File: config.mk
export PLATFORM = sky130hd
export DESIGN_NAME = asi_mem_arb_flat
export DESIGN_NICKNAME = d
export VERILOG_FILES = /design/src/rtl/asi_pkg.sv /design/src/rtl/asi_mem_arb_if.sv /design/src/rtl/asi_ws_pipe.sv /design/src/rtl/asi_mem_arb.sv /design/src/flat_wrapper.sv
export SDC_FILE = /design/constraint.sdc
export NUM_CORES = 1
export LEC_CHECK = 0
export BUFFER_PORTS_ARGS = -buffer_cell sky130_fd_sc_hd__buf_4
export CAP_MARGIN = 10
export CORE_AREA = 2 2 88 90
export CTS_BUF_LIST = sky130_fd_sc_hd__clkbuf_4 sky130_fd_sc_hd__clkbuf_8
export CTS_CLUSTER_DIAMETER = 150
export CTS_CLUSTER_SIZE = 20
export DETAILED_ROUTE_END_ITERATION = 16
export DIE_AREA = 0 0 90 92
export HOLD_SLACK_MARGIN = 0.03
export MAX_ROUTING_LAYER = met4
export SLEW_MARGIN = 10
export SYNTH_ARGS = -nofsm -noshare
export SYNTH_HDL_FRONTEND = slang
export SYNTH_SLANG_ARGS = --single-unit
File: constraint.sdc
create_clock -name clk -period 2.6 [get_ports clk]
set_input_delay 0.78 -clock clk [delete_from_list [all_inputs] [get_ports clk]]
set_output_delay 0.78 -clock clk [all_outputs]
set_load 0.02 [all_outputs]
File: src/rtl/asi_pkg.sv
// Shared definitions for the asi slave: bus widths, arbiter state encoding
// and the byte-address to word-index helper.
package asi_pkg;

  localparam int AXI_AW      = 32;
  localparam int AXI_DW      = 32;
  localparam int SLV_BYTEW   = AXI_DW / 8;
  localparam int SLV_BYTE_SH = $clog2(SLV_BYTEW);

  typedef enum logic [1:0] {
    ARB_IDLE = 2'd0,
    ARB_RD   = 2'd1,
    ARB_WR   = 2'd2
  } arb_state_t;

  // Full-width word index so out-of-range checks see every address bit.
  function automatic logic [AXI_AW-1:0] addr_to_word(input logic [AXI_AW-1:0] addr);
    return addr >> SLV_BYTE_SH;
  endfunction

endpackage

File: src/rtl/asi_mem_arb_if.sv
// Bundle between the asi read/write user ports, the SRAM macro and the
// burst arbiter; slave is the arbiter view, master is the surrounding logic.
interface asi_mem_arb_if #(
  parameter int MEM_AW = 10
);
  import asi_pkg::*;

  // Handshake: a side raises req and holds it; while gnt is high it may
  // issue one beat per cycle (re/we), with no backpressure, and the grant
  // is kept until the beat flagged last has been issued.
  logic                 r_req;
  logic                 r_gnt;
  logic                 r_re;
  logic [AXI_AW-1:0]    r_addr;
  logic                 r_last;
  logic [AXI_DW-1:0]    r_rdata;
  logic                 r_rvalid;
  logic                 r_rslverr;

  logic                 w_req;
  logic                 w_gnt;
  logic                 w_we;
  logic [AXI_AW-1:0]    w_addr;
  logic [AXI_DW-1:0]    w_wdata;
  logic [SLV_BYTEW-1:0] w_be;
  logic                 w_last;
  logic                 w_slverr;

  logic                 mem_en;
  logic                 mem_we;
  logic [MEM_AW-1:0]    mem_addr;
  logic [AXI_DW-1:0]    mem_wdata;
  logic [SLV_BYTEW-1:0] mem_be;
  logic [AXI_DW-1:0]    mem_rdata;

  logic                 arb_err;
  arb_state_t           arb_state;

  modport slave (
    input  r_req, r_re, r_addr, r_last,
    input  w_req, w_we, w_addr, w_wdata, w_be, w_last,
    input  mem_rdata,
    output r_gnt, r_rdata, r_rvalid, r_rslverr,
    output w_gnt, w_slverr,
    output mem_en, mem_we, mem_addr, mem_wdata, mem_be,
    output arb_err, arb_state
  );

  modport master (
    output r_req, r_re, r_addr, r_last,
    output w_req, w_we, w_addr, w_wdata, w_be, w_last,
    output mem_rdata,
    input  r_gnt, r_rdata, r_rvalid, r_rslverr,
    input  w_gnt, w_slverr,
    input  mem_en, mem_we, mem_addr, mem_wdata, mem_be,
    input  arb_err, arb_state
  );

endinterface

File: src/rtl/asi_ws_pipe.sv
// Fixed-depth shift register used to line up side-band bits with a
// memory's wait-state latency.
module asi_ws_pipe #(
  parameter int DEPTH = 1,
  parameter int W     = 2
) (
  input  logic         clk,
  input  logic         rst_n,
  input  logic [W-1:0] d,
  output logic [W-1:0] q
);

  logic [W-1:0] sr [DEPTH];

  always_ff @(posedge clk or negedge rst_n) begin
    if (!rst_n) begin
      for (int i = 0; i < DEPTH; i++) sr[i] <= '0;
    end else begin
      sr[0] <= d;
      for (int i = 1; i < DEPTH; i++) sr[i] <= sr[i-1];
    end
  end

  assign q = sr[DEPTH-1];

endmodule

File: src/rtl/asi_mem_arb.sv
// Burst arbiter sharing one single-port SRAM between the asi read and write
// paths, with range checking and wait-state aligned read return.
module asi_mem_arb
  import asi_pkg::*;
#(
  parameter int MEM_WORDS = 1024,
  parameter int MEM_WS    = 1
) (
  input  logic         clk,
  input  logic         rst_n,
  asi_mem_arb_if.slave bus
);

  localparam int MEM_AW = $clog2(MEM_WORDS);

  arb_state_t        st;
  arb_state_t        st_nxt;
  logic              last_wr;
  logic              last_wr_nxt;

  logic [AXI_AW-1:0] r_word;
  logic [AXI_AW-1:0] w_word;
  logic              r_in;
  logic              w_in;
  logic              rd_acc;
  logic              wr_acc;
  logic              stray;
  logic [1:0]        ret_q;
  logic              w_slverr_q;
  logic              arb_err_q;

  assign r_word = addr_to_word(bus.r_addr);
  assign w_word = addr_to_word(bus.w_addr);
  assign r_in   = r_word < AXI_AW'(MEM_WORDS);
  assign w_in   = w_word < AXI_AW'(MEM_WORDS);

  assign rd_acc = (st == ARB_RD) && bus.r_re;
  assign wr_acc = (st == ARB_WR) && bus.w_we;
  assign stray  = (bus.r_re && (st != ARB_RD)) || (bus.w_we && (st != ARB_WR));

  always_ff @(posedge clk or negedge rst_n) begin
    if (!rst_n) begin
      st      <= ARB_IDLE;
      last_wr <= 1'b1;
    end else begin
      st      <= st_nxt;
      last_wr <= last_wr_nxt;
    end
  end

  // Contention goes to whichever side did not own the previous burst.
  always_comb begin
    st_nxt      = st;
    last_wr_nxt = last_wr;
    unique case (st)
      ARB_IDLE: begin
        if (bus.r_req && (!bus.w_req || last_wr)) begin
          st_nxt      = ARB_RD;
          last_wr_nxt = 1'b0;
        end else if (bus.w_req) begin
          st_nxt      = ARB_WR;
          last_wr_nxt = 1'b1;
        end
      end
      ARB_RD: if (bus.r_re && bus.r_last) st_nxt = ARB_IDLE;
      ARB_WR: if (bus.w_we && bus.w_last) st_nxt = ARB_IDLE;
      default: st_nxt = ARB_IDLE;
    endcase
  end

  assign bus.r_gnt     = (st == ARB_RD);
  assign bus.w_gnt     = (st == ARB_WR);
  assign bus.arb_state = st;

  always_comb begin
    bus.mem_en    = 1'b0;
    bus.mem_we    = 1'b0;
    bus.mem_addr  = r_word[MEM_AW-1:0];
    bus.mem_wdata = '0;
    bus.mem_be    = '0;
    if (st == ARB_WR) bus.mem_addr = w_word[MEM_AW-1:0];
    if (rd_acc && r_in) bus.mem_en = 1'b1;
    if (wr_acc && w_in) begin
      bus.mem_en    = 1'b1;
      bus.mem_we    = 1'b1;
      bus.mem_wdata = bus.w_wdata;
      bus.mem_be    = bus.w_be;
    end
  end

  // Error beats ride the same pipe as good beats so return order holds.
  asi_ws_pipe #(
    .DEPTH (MEM_WS),
    .W     (2)
  ) u_ws_pipe (
    .clk   (clk),
    .rst_n (rst_n),
    .d     ({rd_acc, rd_acc && !r_in}),
    .q     (ret_q)
  );

  assign bus.r_rvalid  = ret_q[1];
  assign bus.r_rslverr = ret_q[1] && ret_q[0];
  assign bus.r_rdata   = (ret_q[1] && !ret_q[0]) ? bus.mem_rdata : '0;

  always_ff @(posedge clk or negedge rst_n) begin
    if (!rst_n) begin
      w_slverr_q <= 1'b0;
      arb_err_q  <= 1'b0;
    end else begin
      w_slverr_q <= wr_acc && !w_in;
      arb_err_q  <= arb_err_q || stray;
    end
  end

  assign bus.w_slverr = w_slverr_q;
  assign bus.arb_err  = arb_err_q;

endmodule

File: src/flat_wrapper.sv
// flat-port wrapper written by rule: the top's interface ports become plain ports
module asi_mem_arb_flat import asi_pkg::*;
#(
  parameter int MEM_WORDS = 1024,
  parameter int MEM_WS    = 1
)
  (clk, rst_n, bus_r_req, bus_r_re, bus_r_addr, bus_r_last, bus_w_req, bus_w_we, bus_w_addr, bus_w_wdata, bus_w_be, bus_w_last, bus_mem_rdata, bus_r_gnt, bus_r_rdata, bus_r_rvalid, bus_r_rslverr, bus_w_gnt, bus_w_slverr, bus_mem_en, bus_mem_we, bus_mem_addr, bus_mem_wdata, bus_mem_be, bus_arb_err, bus_arb_state);
  asi_mem_arb_if #(.MEM_AW(($clog2(MEM_WORDS)))) bus_i ();
  input  logic clk;
  input  logic rst_n;
  input wire logic [$bits(bus_i.r_req)-1:0] bus_r_req;
  input wire logic [$bits(bus_i.r_re)-1:0] bus_r_re;
  input wire logic [$bits(bus_i.r_addr)-1:0] bus_r_addr;
  input wire logic [$bits(bus_i.r_last)-1:0] bus_r_last;
  input wire logic [$bits(bus_i.w_req)-1:0] bus_w_req;
  input wire logic [$bits(bus_i.w_we)-1:0] bus_w_we;
  input wire logic [$bits(bus_i.w_addr)-1:0] bus_w_addr;
  input wire logic [$bits(bus_i.w_wdata)-1:0] bus_w_wdata;
  input wire logic [$bits(bus_i.w_be)-1:0] bus_w_be;
  input wire logic [$bits(bus_i.w_last)-1:0] bus_w_last;
  input wire logic [$bits(bus_i.mem_rdata)-1:0] bus_mem_rdata;
  output wire logic [$bits(bus_i.r_gnt)-1:0] bus_r_gnt;
  output wire logic [$bits(bus_i.r_rdata)-1:0] bus_r_rdata;
  output wire logic [$bits(bus_i.r_rvalid)-1:0] bus_r_rvalid;
  output wire logic [$bits(bus_i.r_rslverr)-1:0] bus_r_rslverr;
  output wire logic [$bits(bus_i.w_gnt)-1:0] bus_w_gnt;
  output wire logic [$bits(bus_i.w_slverr)-1:0] bus_w_slverr;
  output wire logic [$bits(bus_i.mem_en)-1:0] bus_mem_en;
  output wire logic [$bits(bus_i.mem_we)-1:0] bus_mem_we;
  output wire logic [$bits(bus_i.mem_addr)-1:0] bus_mem_addr;
  output wire logic [$bits(bus_i.mem_wdata)-1:0] bus_mem_wdata;
  output wire logic [$bits(bus_i.mem_be)-1:0] bus_mem_be;
  output wire logic [$bits(bus_i.arb_err)-1:0] bus_arb_err;
  output wire logic [$bits(bus_i.arb_state)-1:0] bus_arb_state;
  assign bus_i.r_req = bus_r_req;
  assign bus_i.r_re = bus_r_re;
  assign bus_i.r_addr = bus_r_addr;
  assign bus_i.r_last = bus_r_last;
  assign bus_i.w_req = bus_w_req;
  assign bus_i.w_we = bus_w_we;
  assign bus_i.w_addr = bus_w_addr;
  assign bus_i.w_wdata = bus_w_wdata;
  assign bus_i.w_be = bus_w_be;
  assign bus_i.w_last = bus_w_last;
  assign bus_i.mem_rdata = bus_mem_rdata;
  assign bus_r_gnt = bus_i.r_gnt;
  assign bus_r_rdata = bus_i.r_rdata;
  assign bus_r_rvalid = bus_i.r_rvalid;
  assign bus_r_rslverr = bus_i.r_rslverr;
  assign bus_w_gnt = bus_i.w_gnt;
  assign bus_w_slverr = bus_i.w_slverr;
  assign bus_mem_en = bus_i.mem_en;
  assign bus_mem_we = bus_i.mem_we;
  assign bus_mem_addr = bus_i.mem_addr;
  assign bus_mem_wdata = bus_i.mem_wdata;
  assign bus_mem_be = bus_i.mem_be;
  assign bus_arb_err = bus_i.arb_err;
  assign bus_arb_state = bus_i.arb_state;
  asi_mem_arb #(.MEM_WORDS(MEM_WORDS), .MEM_WS(MEM_WS)) u_core (.clk(clk), .rst_n(rst_n), .bus(bus_i));
endmodule
==> results of run 1 <==
-- what timing repair did --
item	CTS	global route
gates resized for setup	31	43
hold buffers	0	0
endpoints found under the hold margin	0	0
pin swaps	3	1
setup endpoints to repair	38	38
setup buffers	1	0
gates cloned	3	1
-- logic make-up (layout without fill, tap and decap cells) --
| logic type | count (synthesis) | after routing |
|---|---|---|
| multiplexers | 10 | 10 |
| AND/OR/NAND/NOR | 94 | 94 |
| AO/OA/AOI/OAI | 11 | 11 |
| buffers and inverters | 49 | 276 |
| flip-flops | 7 | 7 |
-- flip-flops by register name, indices dropped and copies added, names as in the netlist --
name                  count
u_core.bus.arb_state      2
u_core.last_wr            1
u_core.bus.w_slverr       1
u_core.u_ws_pipe.q        2
u_core.bus.arb_err        1
-- per-layer routing --
layer,global-route usage [%],up-vias
met5,-,-
met4,3.85,0
met3,2.38,6
met2,26.0,138
met1,14.0,914
li1,-,1015
-- synth_stat cells --
| library cell | n |
|---|---|
| o21a_1 | 1 |
| nor2b_1 | 3 |
| nor2_1 | 3 |
| and2_1 | 33 |
| nand2b_1 | 2 |
| inv_1 | 36 |
| buf_6 | 3 |
| buf_2 | 4 |
| mux2_2 | 10 |
| dfrtp_1 | 6 |
| inv_2 | 1 |
| nand4_1 | 1 |
| nor3_1 | 7 |
| a21boi_0 | 1 |
| clkbuf_1 | 5 |
| nor4_1 | 8 |
| a31oi_1 | 1 |
| nand3_1 | 3 |
| dfstp_2 | 1 |
| and3b_1 | 1 |
| o21bai_1 | 1 |
| nor4_2 | 2 |
| nand2_1 | 2 |
| o22ai_1 | 1 |
| a311oi_1 | 2 |
| a21oi_1 | 3 |
| nor3_2 | 29 |
| o211a_1 | 1 |
-- cell usage in the layout (no fill, tap or decap) --
cell | synthesis | routed
clkbuf_8 | 0 | 3
inv_1 | 36 | 36
a21oi_1 | 3 | 3
o21a_1 | 1 | 1
mux2_2 | 10 | 10
nor2_1 | 3 | 2
a31oi_1 | 1 | 1
nand3_1 | 3 | 2
nor3_4 | 0 | 22
inv_2 | 1 | 1
buf_4 | 0 | 201
clkbuf_4 | 0 | 1
o21bai_1 | 1 | 1
nand4_1 | 1 | 1
dfstp_2 | 1 | 1
dfrtp_1 | 6 | 6
a21boi_0 | 1 | 1
nor4_1 | 8 | 5
nor3_2 | 29 | 14
buf_12 | 0 | 3
clkbuf_16 | 0 | 1
nand3_2 | 0 | 1
buf_16 | 0 | 3
o22ai_4 | 0 | 1
nor2_4 | 0 | 1
nor2b_1 | 3 | 3
nand2b_1 | 2 | 2
a311oi_1 | 2 | 2
buf_6 | 3 | 27
and3b_1 | 1 | 1
and2_1 | 33 | 33
o211a_1 | 1 | 1
nor4_4 | 0 | 5
nand2_1 | 2 | 2
-- critical path, cell delays in order --
cell and delay, ps:
buf_6 100, nor4_4 280, nand4_1 140, buf_6 190, clkbuf_16 170, nor3_2 100
buf_4 160
-- how the worst max path moves through the flow --
stage	slack, ps	to	cells after the start
finish	-110	bus_mem_wdata[9]	7
global route	-190	bus_mem_wdata[18]	7
CTS	-90	bus_mem_wdata[3]	7
detailed placement	-250	bus_mem_wdata[0]	6
global placement	-210	bus_mem_wdata[31]	6
floorplan	-30	bus_mem_be[0]	4
-- through the flow --
| stage | setup TNS, ps | utilization, % |
|---|---|---|
| after detailed placement | -7660 | 41.3 |
| final | -3430 | 48.5 |
| after global routing | -6100 | 48.5 |
| after floorplan | -177 | - |
| after global placement | -7010 | 41.3 |
| after CTS | -2240 | 45.2 |
-- final cells by class --
cell class,instances,share of cell area (%)
well taps,102,3.53
multi-input cells,115,31.5
clock buffers,4,1.35
inverters,37,3.85
flip-flops and latches,7,4.89
repair buffers,235,54.9
-- report_power, final --
| part | switching (uW) | total [uW] | leakage, uW | internal [uW] |
|---|---|---|---|---|
| sequential | 31.9 | 182 | 0.0000845 | 150 |
| combinational | 451 | 923 | 0.00184 | 472 |
| clock | 46.1 | 163 | 0.0000262 | 116 |
==> impl_metrics.tcl, run 1 <==
set metrics [dict create \
    slew_headroom_pct 73.1 \
    antenna_cells 0 \
    synth_top_cell_by_area "nor3_2" \
    crit_required_ps 1820 \
    rrSetupSlack_ps 1570 \
    synth_area_per_cell_sq_um 7.40 \
    syn_to_final_growth_pct 185 \
    grtUsageTotal_pct 13.5 \
    cts_buffer_depth 2 \
    dr.pass1.iters 4 \
    syn_nets 311 \
    r2r_cells 3 \
    cts_buffers 3 \
    maxCapViolations 0 \
    worstReg2RegEnd "u_core.bus.arb_state[0]" \
    max_freq_mhz 369 \
    crit_path_start_kind "input pin" \
    antenna_left 0 \
    slew_viol_final 0 \
    synth-seq-cells 7 \
    violations "setup timing" \
    worstPathMaxFanout 6 \
    powerDensity_mw_per_mm2 351 \
    setup_viol_count_final 38 \
    highest_layer "met4" \
    period_minus_slack_ps 2710 \
    syn_area_sq_mm 0.00126 \
    ys_types 28 \
    nFillCells 694 \
    synthXorXnorAreaFrac_pct 0 \
    rows 32 \
    fin_ws_ps -111 \
    placedCellCount 491 \
    final-hold-violation-count 0 \
    synth_compound_area_share_pct 6.13 \
    synthMuxAreaShare_pct 8.90 \
    wl_mm 6.22 \
    p_leak_uw 0.00195 \
    peakVddDrop_v 0.000173 \
    core_area_sq_mm 0.00745 \
    synth_area_leaders "nor3_2 (23%), and2_1 (16%), dfrtp_1 (12%)" \
    synth-simple-area-share_pct 54.3 \
    antenna_found_initial 0 \
    drtIter0Drc 31 \
    path_class "in -> out" \
    place_hpwl_mm 5.01 \
    globalplace.congestion 0.741 \
    die_w_um 90 \
    synth-seq-area-share_pct 13.9 \
    wl_per_cell_um 12.4 \
    final_nets 539 \
    dr_wl_met3_um 588 \
    io_buffers 223 \
    worstMarginPinSlew_ps 399 \
    synthAdderAreaFrac_pct 0 \
    via_per_inst 4.15 \
    yosys.area.top_type_share_pct 22.9 \
    num_vias 2073 \
    pre_cts_ws_ps -247 \
    ioPinCount 228 \
    status "complete, but fails checks" \
    hp-class "in -> async" \
    startpoint "bus_w_addr[22]" \
    place_area_sq_mm 0.00308 \
    grt_remaining_overflow 0 \
    drive_gt1_share_pct 74.1 \
    grt_max_degree 33 \
    clk_pin_slew_ps 40 \
    critPathArrivalTime_ps 1930 \
    start_util_pct 17.0 \
    drc 0 \
    fin_skew_ps 2.96 \
    die_y_um 92 \
    met2_wirelength_mm 3.38 \
    cp-end-kind "primary output" \
    final_cells 500 \
    fin_crit_sh_pct 104 \
    root_buffer "clkbuf_8" \
    total_power_uw 1270 \
    register_area_sq_um 176 \
    m1WireLength_mm 2.17 \
    htree_levels 1 \
    die-area_sq_mm 0.00828 \
    ys_warn_count 0 \
    tritoncts "built" \
    grt_pass1_vias 2014 \
    synth_top_family_by_area "simple AND/OR/NAND/NOR gates" \
    rsz0062_at_grt "yes" \
    grt_pass1_wl_mm 9.07 \
    timing.rr.start "u_core.last_wr" \
    fin_area_sq_mm 0.00361 \
    holdWs_ps 361 \
    postSynthCellCount 171 \
    clock_latency_ps 230 \
    cts_sinks 7 \
    multiInputGateArea_sq_mm 0.00114 \
]
(Power assumes the default switching activity.)
==> run 2, diff against run 1 <==
ABC_AREA = 1   (was default)
==> run 2 against run 1 <==
The flow still finishes with violations (setup timing); sequential power decreased by 4%; core utilization is 1.0 points lower; clock skew fell by 1.2 ps; combinational power rose by 0.5%; count of clock-buffer cells in the layout did not move; clock power fell by 3%; area after synthesis rose by 3.8%; first-iteration DRC count increased by 32%; cell area shrank 2.1%; non-clock buffer count down 2; wire length fell by 2.0%; via count rose by 6.7%; critical path type unchanged; largest cell class unchanged.
==> impl_metrics.tcl, run 2 <==
set metrics [dict create \
    status "complete, but fails checks" \
    violations "setup timing" \
    synth_top_cell_by_area "inv_1" \
    final_common_cell "buf_4" \
    worst-path-stages 9 \
    rows 32 \
    grtUsageTotal_pct 13.2 \
    grt_remaining_overflow 0 \
    fin_skew_ps 1.73 \
    use_met2_pct 24.2 \
    hp-class "in -> async" \
    timing.rr.start "u_core.bus.arb_state[1]" \
    p_comb_share_pct 73.7 \
    grt_use_met3_pct 2.79 \
    cts_buffers 3 \
    crit_required_ps 1820 \
    drc 0 \
    path_buf_inv 4 \
    worstPathMaxFanout 6 \
    grt_most_used_layer "met2" \
    die_w_um 90 \
    slowest_stage "buf_6" \
    final-hold-violation-count 0 \
    grt_pass1_vias 2084 \
    crit_chain "buf_4 -> nor2_4 -> nand2_1 -> nor2_2 -> nand4_1 -> buf_6 -> clkbuf_16 -> nor2_4 -> buf_6" \
    grt_max_degree 33 \
    synth_area_per_cell_sq_um 5.15 \
    p_leak_uw 0.00213 \
    max_stage_delay_ps 180 \
    final_nets 624 \
    ioPinCount 228 \
    synth-seq-cells 7 \
    synth-seq-area-share_pct 13.4 \
    worstMarginPinSlew_ps 321 \
    core_area_sq_mm 0.00745 \
    r2r_cells 5 \
    setup_viol_count_final 15 \
    peakVddDrop_v 0.000276 \
    internal_power_uw 684 \
    start_util_pct 17.6 \
    slew_headroom_pct 78.6 \
    final_cells 585 \
    fin_area_sq_mm 0.00354 \
    endpoint "bus_mem_wdata[4]" \
    synth_area_leaders "inv_1 (23%), nor2_1 (22%), nor2_4 (15%)" \
    tritoncts "built" \
    ys_warn_count 0 \
    cp_top_family "buffers and inverters" \
    die-area_sq_mm 0.00828 \
    wl_per_cell_um 10.4 \
    yosys-top-cells-count "inv_1 (82), nor2_1 (76), nand2_1 (47)" \
    power_frac_seq_pct 13.8 \
    synth-async-reset-ratio_pct 100 \
    syn_area_sq_mm 0.00131 \
    io_buffers 223 \
    antenna_cells 0 \
    p_sw_uw 575 \
    place_area_sq_mm 0.00308 \
    yosys.area.top_type_share_pct 23.5 \
    postSynthCellCount 255 \
    total_power_uw 1260 \
    cp-end-kind "primary output" \
    ys_types 21 \
    crit_path_start_kind "input pin" \
    startpoint "bus_w_addr[16]" \
    antenna_found_initial 0 \
    fin_ws_ps -25.2 \
    max_freq_mhz 381 \
    maxCapViolations 0 \
    path_class "in -> out" \
    clk_pin_slew_ps 40 \
    clock_latency_ps 220 \
    period_minus_slack_ps 2630 \
    drtIter0Drc 41 \
    via_per_inst 3.78 \
    drive_gt1_share_pct 60.0 \
    dr.pass1.iters 4 \
    grt_util_met1_pct 14.3 \
    switching_share_pct 45.7 \
    power_frac_clock_pct 12.5 \
    powerDensity_mw_per_mm2 356 \
    die_y_um 92 \
    synth_flop_cell "dfrtp_1" \
    wl_mm 6.10 \
    num_vias 2211 \
    critPathArrivalTime_ps 1850 \
    placedCellCount 576 \
    slew_viol_final 0 \
    rrSetupSlack_ps 1440 \
    final_cell_mix "buf_4 (188), inv_1 (81), nor2_1 (51), nand2_1 (45), buf_6 (40)" \
    yosysMostFrequentCell "inv_1" \
    cts_sinks 7 \
    syn_nets 395 \
    cts_hold_buf 0 \
    htree_levels 1 \
    globalplace.congestion 0.781 \
    root_buffer "clkbuf_8" \
    syn_to_final_growth_pct 169 \
    cts_buffer_depth 2 \
    place_hpwl_mm 4.88 \
    antenna_left 0 \
    fin_crit_sh_pct 101 \
    grt_pass1_wl_mm 9.14 \
    synth_edf_count 0 \
    rsz0062_at_grt "yes" \
    worstReg2RegEnd "u_core.last_wr" \
]
==> run 2: routing by layer <==
layer	wire length [um]	part of all wire [%]	vias to the layer above
li1	-	-	1145
met1	2160	35	930
met2	3250	53	124
met3	576	9.4	12
met4	115	1.9	0
met5	0	0	-
==> run 2: layout make-up <==
class	instances	area [sq um]
Inverter	82	310
Timing Repair Buffer	233	1970
Fill cell	779	3910
Multi-Input combinational cell	157	898
Tap cell	102	128
Clock buffer	4	48.8
Sequential cell	7	176
==> run 2: kinds of logic after synthesis <==
| group | after synthesis | share of synthesized area [%] |
|---|---|---|
| AND/OR/NAND/NOR | 151 | 55.2 |
| buffers and inverters | 91 | 28.8 |
| flip-flops | 7 | 13.4 |
| AO/OA/AOI/OAI | 6 | 2.57 |
==> run 2: per-stage QoR <==
stage	setup WS (ps)	setup TNS, ps	util (%)	hold WS (ps)
floorplan	185	0	-	484
global placement	-124	-3040	41.4	466
detailed placement	-157	-4010	41.4	472
CTS	-53.0	-620	44.3	359
global route	-97.0	-2590	47.5	357
finish	-25.2	-153	47.5	362
==> run 2: worst min-delay path by stage <==
stage / start / depth (start not counted) / to
final: rst_n / 1 / u_core.u_ws_pipe.q[1]
after global routing: rst_n / 1 / u_core.bus.arb_state[1]
after CTS: rst_n / 1 / u_core.bus.arb_state[1]
after detailed placement: u_core.bus.arb_err / 2 / u_core.bus.arb_err
after global placement: u_core.bus.arb_err / 2 / u_core.bus.arb_err
after floorplan: rst_n / 0 / u_core.bus.arb_err
==> run 2: worst reg2reg max path, stage by stage, from the launching register on <==
cell	delay, ps
dfrtp_1	420
nor2_1	160
inv_1	70
or2_2	300
o21ai_0	90
inv_1	60
==> run 2: what timing repair did <==
item / CTS / global route
setup endpoints to repair: 38 / 38
gates resized for setup: 35 / 58
buffers inserted: 2 / 0
pin swaps: 3 / 8
cloned: 1 / 2
==> run 2: power groups by stage <==
stage / clock [uW] / combinational (uW) / sequential [uW]
floorplan: 0 / 433 / 197
global placement: 0 / 909 / 174
detailed placement: 0 / 919 / 175
CTS: 164 / 926 / 173
global route: 173 / 1010 / 177
finish: 158 / 928 / 174
==> run 3, diff against run 2 <==
REMOVE_ABC_BUFFERS = 1   (was default)
SETUP_SLACK_MARGIN = 0.1   (was default)
==> run 3 against run 2 <==
The run still ends with setup timing left; highest routed layer unchanged; non-clock buffer count up 2; sequential power about the same; largest power group unchanged; cell area is 3.1% higher; maximum frequency fell by 0.25%; first-iteration DRC count up 24%; worst hold slack worse by 1.4 ps.
==> impl_metrics.tcl, run 3 (synthesis results as in run 2) <==
set metrics [dict create \
    drtIter0Drc 51 \
    slew_viol_final 0 \
    status "complete, but fails checks" \
    fin_area_sq_mm 0.00365 \
    ioPinCount 228 \
    cp-end-kind "primary output" \
    tritoncts "built" \
    timing.rr.start "u_core.bus.arb_state[1]" \
    rows 32 \
    htree_levels 1 \
    path_class "in -> out" \
    final_nets 626 \
    finish.utilization_pct 49.0 \
    antenna_found_initial 0 \
    fin_crit_sh_pct 101 \
    rsz0062_at_grt "yes" \
    antenna_left 0 \
    final-hold-violation-count 0 \
    worstPathMaxFanout 4 \
    maxCapViolations 0 \
    hp-class "in -> async" \
    max_stage_delay_ps 190 \
    place_area_sq_mm 0.00308 \
    num_vias 2229 \
    place_hpwl_mm 4.92 \
    r2r_cells 5 \
    period_minus_slack_ps 2630 \
    grt_max_degree 33 \
    core_area_sq_mm 0.00745 \
    grt_remaining_overflow 0 \
    via_per_inst 3.80 \
    die_w_um 90 \
    slew_headroom_pct 78.9 \
    max_freq_mhz 380 \
    fin_skew_ps 0.323 \
    grt_pass1_wl_mm 9.49 \
    peakVddDrop_v 0.000157 \
    slowest_stage "buf_6" \
    grt_pass1_vias 2161 \
    grtUsageTotal_pct 14.0 \
    clock_latency_ps 220 \
    io_buffers 223 \
    crit_path_start_kind "input pin" \
    syn_to_final_growth_pct 178 \
    powerDensity_mw_per_mm2 347 \
    cts_hold_buf 0 \
    wl_per_cell_um 10.8 \
    cts_sinks 7 \
    antenna_cells 0 \
    p_leak_uw 0.00216 \
    critPathArrivalTime_ps 1850 \
    final_cell_mix "buf_4 (177), inv_1 (81), buf_6 (52), nor2_1 (51), nand2_1 (46)" \
    cp_common_cell "buf_6" \
    violations "setup timing" \
    die_y_um 92 \
    cts_buffer_depth 2 \
    globalplace.congestion 0.746 \
    crit_chain "buf_6 -> nor2_2 -> nand2_1 -> nor2_2 -> nand4_1 -> buf_6 -> clkbuf_16 -> nor2_4 -> buf_6" \
    worstMarginPinSlew_ps 317 \
    worstReg2RegEnd "u_core.last_wr" \
    drc 0 \
    start_util_pct 17.6 \
    wl_mm 6.32 \
    final_common_cell "buf_4" \
    cts_buffers 3 \
    clk_pin_slew_ps 40 \
    die-area_sq_mm 0.00828 \
    root_buffer "clkbuf_8" \
    nFillCells 702 \
    drive_gt1_share_pct 59.8 \
    crit_required_ps 1820 \
    dr.pass1.iters 4 \
    setup_viol_count_final 33 \
    rrSetupSlack_ps 1440 \
    fin_ws_ps -31.8 \
]
run 3: power by group:
group	total (uW)	switching [uW]	internal (uW)
Sequential	173	24.5	149
Combinational	930	508	422
Clock	164	47.3	117
run 3: how the worst max path moves through the flow:
stage	from	end	slack, ps
5_1_grt	bus_w_addr[20]	bus_mem_wdata[5]	-100
3_5_place_dp	bus_w_addr[20]	bus_mem_wdata[31]	-50
2_1_floorplan	bus_w_addr[20]	bus_mem_be[0]	-1900
6_report	bus_w_addr[20]	bus_mem_wdata[15]	-30
4_1_cts	bus_w_addr[28]	bus_mem_wdata[11]	-30
3_3_place_gp	bus_w_addr[22]	bus_mem_wdata[3]	-40
run 3: layout make-up:
type,instances,area (sq um),share of cell area [%]
Timing Repair Buffer,235,2070,56.7
Multi-Input combinational cell,157,913,25.1
Inverter,82,313,8.58
Sequential cell,7,176,4.84
Tap cell,102,128,3.50
Clock buffer,4,48.8,1.34
run 3: repair_timing:
action,CTS,global route
cloned,3,3
setup endpoints to repair,38,38
gates resized for setup,45,56
buffers inserted,2,1
pin swaps,3,6
run 3: routing by layer:
layer / track usage (%) / wire [um] / up-vias / part of all wire, %
met3: 4.60 / 693 / 2 / 11
met5: - / 0 / - / 0
met4: 3.46 / 36 / 0 / 0.57
met2: 25.8 / 3390 / 138 / 54
met1: 14.4 / 2200 / 938 / 35
li1: - / - / 1151 / -
run 3: worst max-delay path, delay by kind of cell:
| kind | cells | cell delay (ps) |
|---|---|---|
| buf+inv | 4 | 570 |
| simple gates | 5 | 500 |
run 3: through the flow:
step	hold WS [ps]	worst slack (ps)	setup TNS, ps	std cells	total power [uW]
floorplan	484	-1900	-66420	246	617
global placement	463	-43.2	-707	574	1080
detailed placement	487	-53.7	-1080	574	1100
CTS	358	-30.0	-423	583	1270
global route	353	-105	-3050	587	1370
finish	360	-31.8	-468	587	1270
